`src/rtl/stopwatch_pkg.sv`:
```
// stopwatch_pkg
//   Shared types and output-decode constants for the stopwatch control path.
//   sw_state_t is the mode encoding seen on stopwatch_ctrl.o_state and is
//   reused by the display path and the benches.
package stopwatch_pkg;

  typedef enum logic [1:0] {
    ST_IDLE = 2'b00,
    ST_RUN  = 2'b01,
    ST_LAP  = 2'b10,
    ST_STOP = 2'b11
  } sw_state_t;

  // Per-state output decode, bit index = state encoding.
  // Counting runs in RUN and LAP; the display is frozen only in LAP.
  localparam logic [3:0] COUNT_EN_MASK  = 4'b0110;
  localparam logic [3:0] DISP_HOLD_MASK = 4'b0100;

  function automatic logic state_count_en(input sw_state_t s);
    return COUNT_EN_MASK[s];
  endfunction

  function automatic logic state_disp_hold(input sw_state_t s);
    return DISP_HOLD_MASK[s];
  endfunction

endpackage

```
`src/rtl/stopwatch_ctrl_debounce.sv`:
```
// btn_debounce
//   One push-button conditioning chain: 2-flop synchronizer, counter-based
//   debouncer and rising-edge detector.
//   i_sclk     system clock
//   i_reset_n  asynchronous active-low reset
//   i_btn      raw button level, asynchronous to i_sclk
//   o_level    debounced button level
//   o_press    one-cycle pulse on each accepted rising edge of o_level
//   The debounced level flips only after the synchronized level has
//   disagreed with it for DEBOUNCE_CYCLES consecutive cycles (>= 2).
module btn_debounce #(
  parameter int unsigned DEBOUNCE_CYCLES = 1_000_000,
  parameter int unsigned CNT_W           = $clog2(DEBOUNCE_CYCLES)
) (
  input  logic i_sclk,
  input  logic i_reset_n,
  input  logic i_btn,
  output logic o_level,
  output logic o_press
);

  localparam logic [CNT_W-1:0] CNT_LAST = CNT_W'(DEBOUNCE_CYCLES - 1);

  logic             sync_q1;
  logic             sync_q2;
  logic             level_q;
  logic             level_d;
  logic [CNT_W-1:0] cnt_q;

  always_ff @(posedge i_sclk or negedge i_reset_n) begin
    if (!i_reset_n) begin
      sync_q1 <= 1'b0;
      sync_q2 <= 1'b0;
    end else begin
      sync_q1 <= i_btn;
      sync_q2 <= sync_q1;
    end
  end

  always_ff @(posedge i_sclk or negedge i_reset_n) begin
    if (!i_reset_n) begin
      level_q <= 1'b0;
      cnt_q   <= '0;
    end else if (sync_q2 == level_q) begin
      cnt_q <= '0;
    end else if (cnt_q == CNT_LAST) begin
      level_q <= sync_q2;
      cnt_q   <= '0;
    end else begin
      cnt_q <= cnt_q + 1'b1;
    end
  end

  always_ff @(posedge i_sclk or negedge i_reset_n) begin
    if (!i_reset_n) begin
      level_d <= 1'b0;
    end else begin
      level_d <= level_q;
    end
  end

  // Combinational from registered levels so the FSM can react on the edge
  // right after the debounced level rises.
  assign o_level = level_q;
  assign o_press = level_q & ~level_d;

endmodule

```
`src/rtl/stopwatch_ctrl.sv`:
```
// stopwatch_ctrl
//   Mode sequencer for the stopwatch datapath.
//   i_sclk       system clock
//   i_reset_n    asynchronous active-low reset
//   i_btn_ss     raw start/stop button (active high, asynchronous)
//   i_btn_lr     raw lap/reset button (active high, asynchronous)
//   o_count_en   time-counter enable (RUN, LAP)
//   o_count_clr  one-cycle clear pulse after lr is taken in IDLE or STOP
//   o_disp_hold  freezes the display latch (LAP)
//   o_state      current mode, sw_state_t encoding
module stopwatch_ctrl
  import stopwatch_pkg::*;
#(
  parameter int unsigned DEBOUNCE_CYCLES = 1_000_000,
  parameter int unsigned CNT_W           = $clog2(DEBOUNCE_CYCLES)
) (
  input  logic       i_sclk,
  input  logic       i_reset_n,
  input  logic       i_btn_ss,
  input  logic       i_btn_lr,
  output logic       o_count_en,
  output logic       o_count_clr,
  output logic       o_disp_hold,
  output logic [1:0] o_state
);

  logic      ss_level;
  logic      ss_press;
  logic      lr_level;
  logic      lr_press;
  sw_state_t state_q;
  sw_state_t state_d;
  logic      clr_d;

  btn_debounce #(
    .DEBOUNCE_CYCLES (DEBOUNCE_CYCLES),
    .CNT_W           (CNT_W)
  ) u_deb_ss (
    .i_sclk    (i_sclk),
    .i_reset_n (i_reset_n),
    .i_btn     (i_btn_ss),
    .o_level   (ss_level),
    .o_press   (ss_press)
  );

  btn_debounce #(
    .DEBOUNCE_CYCLES (DEBOUNCE_CYCLES),
    .CNT_W           (CNT_W)
  ) u_deb_lr (
    .i_sclk    (i_sclk),
    .i_reset_n (i_reset_n),
    .i_btn     (i_btn_lr),
    .o_level   (lr_level),
    .o_press   (lr_press)
  );

  // A press pulse can only appear while its debounced level is high.
  a_ss_press_level : assert property (@(posedge i_sclk) disable iff (!i_reset_n)
    ss_press |-> ss_level);
  a_lr_press_level : assert property (@(posedge i_sclk) disable iff (!i_reset_n)
    lr_press |-> lr_level);

  // Start/stop is tested first everywhere, so a same-cycle lr press is dropped.
  always_comb begin
    state_d = state_q;
    clr_d   = 1'b0;
    case (state_q)
      ST_IDLE: begin
        if (ss_press)      state_d = ST_RUN;
        else if (lr_press) clr_d   = 1'b1;
      end
      ST_RUN: begin
        if (ss_press)      state_d = ST_STOP;
        else if (lr_press) state_d = ST_LAP;
      end
      ST_LAP: begin
        if (ss_press)      state_d = ST_STOP;
        else if (lr_press) state_d = ST_RUN;
      end
      ST_STOP: begin
        if (ss_press) begin
          state_d = ST_RUN;
        end else if (lr_press) begin
          state_d = ST_IDLE;
          clr_d   = 1'b1;
        end
      end
      default: state_d = ST_IDLE;
    endcase
  end

  // Outputs decoded from next-state so they move on the same edge as state.
  always_ff @(posedge i_sclk or negedge i_reset_n) begin
    if (!i_reset_n) begin
      state_q     <= ST_IDLE;
      o_count_en  <= 1'b0;
      o_disp_hold <= 1'b0;
      o_count_clr <= 1'b0;
    end else begin
      state_q     <= state_d;
      o_count_en  <= state_count_en(state_d);
      o_disp_hold <= state_disp_hold(state_d);
      o_count_clr <= clr_d;
    end
  end

  assign o_state = state_q;

endmodule

```
`config.mk`:
```
export PLATFORM = sky130hd
export DESIGN_NAME = stopwatch_ctrl
export DESIGN_NICKNAME = d
export VERILOG_FILES = /design/src/rtl/stopwatch_pkg.sv /design/src/rtl/stopwatch_ctrl_debounce.sv /design/src/rtl/stopwatch_ctrl.sv
export SDC_FILE = /design/constraint.sdc
export NUM_CORES = 1
export LEC_CHECK = 0
export CAP_MARGIN = 20
export CELL_PAD_IN_SITES_DETAIL_PLACEMENT = 0
export CELL_PAD_IN_SITES_GLOBAL_PLACEMENT = 1
export CORE_MARGIN = 4
export CORE_UTILIZATION = 48
export CTS_CLUSTER_DIAMETER = 30
export DETAILED_ROUTE_END_ITERATION = 8
export GPL_TIMING_DRIVEN = 1
export PLACE_DENSITY = 0.87
export SKIP_CTS_REPAIR_TIMING = 1
export SYNTH_ARGS = -nofsm -noshare
export SYNTH_HDL_FRONTEND = slang
export SYNTH_HIERARCHICAL = 1
export SYNTH_SLANG_ARGS = --single-unit
```
`constraint.sdc`:
```
create_clock -name i_sclk -period 2.2 [get_ports i_sclk]
set_clock_uncertainty 0.15 [all_clocks]
set_input_delay 0.66 -clock i_sclk [delete_from_list [all_inputs] [get_ports i_sclk]]
set_output_delay 0.66 -clock i_sclk [all_outputs]
set_load 0.005 [all_outputs]
```
==> results.md, run 1 <==
* Mapped Avg Cell Area at 10.5 sq um
* Worst-Skew Late Latency at 0.31 ns
* Crit-path cells: clkdlybuf4s50_1
* Setup violations, final at 0
* Vias/cell at 5.28
* H-tree depth at 2
* Die W at 81.6 um
* #FFs+latches synth at 53
* Total number of vias at 1780
* Max Buffers Root-to-Sink at 2
* Critical path arrival at 1.28 ns
* Final Cell Area at 2920 sq um
* Area Growth Syn to Fin at 12.3%
* Antenna violations before repair at 0
* Slew HR at 64.1%
* Crit path max fanout at 5
* CP bufs+invs at 1
* Worst path max stage delay at 0.55 ns
* Die span in y at 81.6 um
* Slew @ Worst Pin at 0.533 ns
* # port buffers at 8
* Die ar. at 6660 sq um
* Root buf cell: clkbuf_8
* GRT overflow at 0
* Synthesized net count at 259
* Slew Viols, Final at 0
* Clock net sink count at 53
* Placed Instances at 329
* CP delay by family, top: buffers and inverters
* Antenna viol nets, final at 0
* First-pass GRT wire length at 8230 um
* Critical Path Source Type: flop
* Pleak at 1.21 nW
* Detailed Routing Iterations Pass 1 at 4
* Crit path capture type: output port
* Diodes inserted at 0
* Status: complete, no violations
* Reg2Reg Setup Slack at 0.20 ns
* CTS clk-pin slew, worst paths at 0.09 ns
* GRT Overall Usage at 16.1%
* Final WL at 4470 um
* Fraction of layout cells with a size suffix above 1 at 9.74%
* RSZ-0062 raised after global routing: false
* Maximum number of pins on one net before global-route repair at 54
* Pwr per Cell Area at 595 nW/um^2
* Post-Route Setup TNS at 0 ns
* Worst IR Drop VDD at 305 uV
* Layout Cells excl Fill at 337
* Period minus WS final at 2.09 ns
* Vias in the first global route at 1739
* Final worst-path cycle share at 95.0%
* Critical path's slowest cell: clkdlybuf4s50_1
* CTS tree: yes
* Sequential share of the synthesized area at 51.0%
* DR iter-0 viols at 93
* DR WL/cell at 13.3 um
* Setup CP Type: flop to output port
* Synth Cell Area at 2600 sq um
* Core Rows at 26
* DP Wirelength at 3090 um
* Number of nets in the layout at 277
* Commonest non-fill, non-tap cell in the layout: dfrtp_1
* Post-place instance area at 2800 sq um
* Placer Congestion at 0.748
* Max capacitance violation total at 0
* Count of different cell masters after synthesis at 32
* R2R depth at 4
* Initial core utilization at 50.3%
* Reg2reg end: u_deb_lr/cnt_q[17]
* Fmax at 478 MHz
* Reg2reg start: u_deb_lr/cnt_q[8]
* I/O Pins at 9
* DRC at 0
* Critical path required time at 1.39 ns
* Synth Warn # at 6
* Total CTS buffers at 5
* Syn Inst Count at 248
* Worst min-delay path category: primary input to asynchronous set/reset pin
* Core Footprint at 5170 sq um
* Most frequent cells in the layout: dfrtp_1, nor2_1, xnor2_1
* Final hold vios at 0
cells in the mapped netlist:
cell type	number	share of area (%)
nor3_1	10	1.9
nand4_4	2	1.6
inv_1	12	1.7
and2_1	2	0.48
xnor2_1	22	7.4
nor4_1	9	2.2
or3_1	6	1.4
a21oi_1	6	1.2
a21o_1	1	0.29
buf_2	2	0.38
dfrtp_1	53	51
ha_1	7	3.4
and3_1	3	0.72
a211oi_1	1	0.29
nor3b_1	1	0.29
a2111oi_2	1	0.58
nor4_2	2	0.96
nand2b_4	1	0.53
mux2_2	2	0.87
nor4b_1	4	1.3
nor2_1	39	5.6
nand3_1	12	2.3
xor2_1	10	3.4
o21ai_0	4	0.77
mux2i_1	5	1.9
nand4_2	2	0.96
o21ai_2	2	0.67
and4_1	4	1.3
nor2b_1	3	0.72
or4_1	2	0.58
nand2_1	12	1.7
nand4_1	6	1.4
kinds of logic (layout without fill, tap and decap cells):
logic type,after synthesis,in the layout,share of synthesized area [%]
DFF,53,53,51.0
buffers and inverters,14,33,2.12
and+or+nand+nor,120,120,26.2
xor gates and xnor gates,32,32,10.8
adders and majority gates,7,7,3.37
AOI/OAI and AO/OA,15,15,3.75
muxes,7,7,2.79
metal layers:
metal	vias to the layer above	global-route usage, %	wire [um]
met5	-	0	0
met4	0	4.98	65
met3	7	4.61	123
met2	12	24.7	2060
met1	858	22.2	2220
li1	903	-	-
where the power goes:
group,switching [W],leakage [nW],total (W),internal (W)
Combinational,0.0000387,0.422,0.0000601,0.0000214
Sequential,0.0000123,0.726,0.000998,0.000986
Clock,0.000333,0.0591,0.000680,0.000347
Total,0.000384,1.21,0.00174,0.00135
worst max path at each step:
stage	from	to	slack [ns]	depth (start not counted)
after floorplan	o_state[0]	o_count_en	0.34	7
after CTS	o_state[0]	o_state[0]	0.07	1
after detailed placement	u_deb_ss/o_level	o_count_en	0.22	6
final	o_state[0]	o_state[0]	0.11	1
after global routing	o_state[0]	o_state[0]	0.03	1
after global placement	o_state[1]	o_count_en	0.25	7
through the flow:
| stage | total power, W | hold WS [ns] | setup slack, ns | utilization, % |
|---|---|---|---|---|
| 2_1_floorplan | 0.00104 | 0.181 | 0.342 | - |
| 3_3_place_gp | 0.00108 | 0.182 | 0.246 | 54.2 |
| 3_5_place_dp | 0.00108 | 0.186 | 0.225 | 54.2 |
| 4_1_cts | 0.00177 | 0.177 | 0.0739 | 56.5 |
| 5_1_grt | 0.00182 | 0.185 | 0.0296 | 56.5 |
| 6_report | 0.00174 | 0.174 | 0.110 | 56.5 |
cell type report:
class | count | area (sq um)
clock inverter | 3 | 47.5
clock buffer | 5 | 68.8
timing repair buffer | 13 | 125
tap | 70 | 87.6
fill | 439 | 2250
inverter | 12 | 45.0
sequential | 53 | 1330
multi-input combinational | 181 | 1220
No activity file was read; power rests on OpenSTA's default activity.
==> inputs of run 2 (changes only) <==
Settings changed: CORE_ASPECT_RATIO from default to 0.9, CORE_UTILIZATION 48 to 50, CTS_BUF_LIST from default to sky130_fd_sc_hd__clkbuf_4 sky130_fd_sc_hd__clkbuf_8, HOLD_SLACK_MARGIN from default to 0.02, PLACE_DENSITY 0.87 to 0.9.
==> run 2 against run 1 <==
Clock power increased by 2%. First-iteration DRC count fell by 5.4%. Routed wire length up 3.4%. Sequential share of layout area did not move. Utilization rose by 2.8 points. Register-to-register slack barely moved. Final cell count decreased by 0.89%. Final area is the same. Fmax decreased by 2.0%. Global-route usage down 0.23 points. Sequential power is essentially flat. Critical endpoint unchanged. Largest cell class unchanged.
==> results.md, run 2 (synthesis results as in run 1) <==
* Commonest non-fill, non-tap cell in the layout: dfrtp_1
* Clock net sink count at 53
* DRC at 0
* Area Growth Syn to Fin at 12.3%
* RSZ-0062 raised after global routing: false
* Total number of vias at 1839
* Die ar. at 6420 sq um
* Worst min-delay path category: primary input to asynchronous set/reset pin
* DR WL/cell at 13.8 um
* Crit-path cells: clkdlybuf4s50_1
* CTS clk-pin slew, worst paths at 0.10 ns
* Status: complete, no violations
* Post-place instance area at 2800 sq um
* Critical Path Source Type: flop
* H-tree depth at 2
* Worst IR Drop VDD at 363 uV
* WHS at 0.130 ns
* Setup violations, final at 0
* Final hold vios at 0
* Most frequent cells in the layout: dfrtp_1, nor2_1, xnor2_1
* Root buf cell: clkbuf_8
* Layout Cells excl Fill at 334
* Vias/cell at 5.51
* Layout Utilization at 59.3%
* DP Wirelength at 3270 um
* Core Rows at 24
* Crit path capture type: output port
* Antenna violations before repair at 0
* Number of nets in the layout at 279
* Crit path max fanout at 5
* Antenna viol nets, final at 0
* Period minus WS final at 2.13 ns
* Slew Viols, Final at 0
* CP delay by family, top: buffers and inverters
* # port buffers at 8
* First-pass GRT wire length at 8490 um
* Placed Instances at 326
* Critical path arrival at 1.32 ns
* Final worst-path cycle share at 96.9%
* Post-Route Setup TNS at 0 ns
* Placer Congestion at 0.768
* Max Buffers Root-to-Sink at 2
* Diodes inserted at 0
* Slew @ Worst Pin at 0.569 ns
* Slew HR at 61.7%
* Die W at 84.0 um
* Detailed Routing Iterations Pass 1 at 4
* Pwr per Cell Area at 600 nW/um^2
* Total CTS buffers at 5
* Core Footprint at 4920 sq um
* Setup CP Type: flop to output port
* GRT overflow at 0
* Worst-Skew Late Latency at 0.31 ns
* Max capacitance violation total at 0
* GRT Overall Usage at 15.9%
* Pleak at 1.22 nW
* Final Cell Area at 2920 sq um
* Worst path max stage delay at 0.56 ns
* Die span in y at 76.4 um
* Maximum number of pins on one net before global-route repair at 20
* Critical path required time at 1.39 ns
* CP bufs+invs at 1
* CTS tree: yes
* Fraction of layout cells with a size suffix above 1 at 10.4%
* Final WL at 4620 um
* Vias in the first global route at 1815
* I/O Pins at 9
* Fmax at 469 MHz
* Initial core utilization at 52.8%
* Critical path's slowest cell: clkdlybuf4s50_1
* DR iter-0 viols at 88
run 2: changes by cell type in the layout (fill, tap and decap cells not counted), sizes merged:
cell | before | now
clkbuf | 5 | 7
inv | 14 | 12
buf | 6 | 8
run 2: stage by stage:
step | power (W) | worst slack, ns
final | 0.00175 | 0.0673
after global routing | 0.00183 | 0.0299
after CTS | 0.00177 | 0.0691
after detailed placement | 0.00108 | 0.210
after global placement | 0.00108 | 0.301
after floorplan | 0.00104 | 0.342
run 2: worst paths after layout:
check	startpoint	end	slack, ns	cells past startpoint
worst max register to register	u_deb_ss/o_level	o_count_en	0.21	6
worst max-delay path	o_state[0]	o_state[0]	0.07	1
max in group asynchronous	i_reset_n	u_deb_ss/cnt_q[4]	1.16	2
worst min register to register	u_deb_ss/sync_q1	u_deb_ss/sync_q2	0.21	0
worst min-delay path	i_reset_n	u_deb_lr/cnt_q[9]	0.13	1
min in group i_sclk	u_deb_ss/sync_q1	u_deb_ss/sync_q2	0.21	0
run 2: routing by layer:
metal	vias to the layer above	wire (um)	global-route usage (%)
met2	30	2070	23.7
met3	6	152	3.03
met5	-	0	0
met4	0	55	5.79
li1	900	-	-
met1	903	2340	23.0
run 2: layout make-up:
class	instances	area, sq um
fillers	418	2000
multi-input cells	181	1220
flip-flops and latches	53	1330
repair buffers	15	128
clock inverters	1	30.0
inverters	12	45.0
well taps	65	81.3
clock buffers	7	90.1
run 2: power by group:
| group | leakage (nW) | switching, W | total, W | internal, W |
|---|---|---|---|---|
| Sequential | 0.726 | 0.0000123 | 0.000998 | 0.000986 |
| Clock | 0.0619 | 0.000310 | 0.000694 | 0.000384 |
| Combinational | 0.427 | 0.0000393 | 0.0000604 | 0.0000211 |
==> inputs of run 3 (changes only) <==
Settings changed: CTS_CLUSTER_DIAMETER 30 to default.
==> results of run 3 <==
Same layout as run 2: the final DEF is identical, and so are final timing and power.
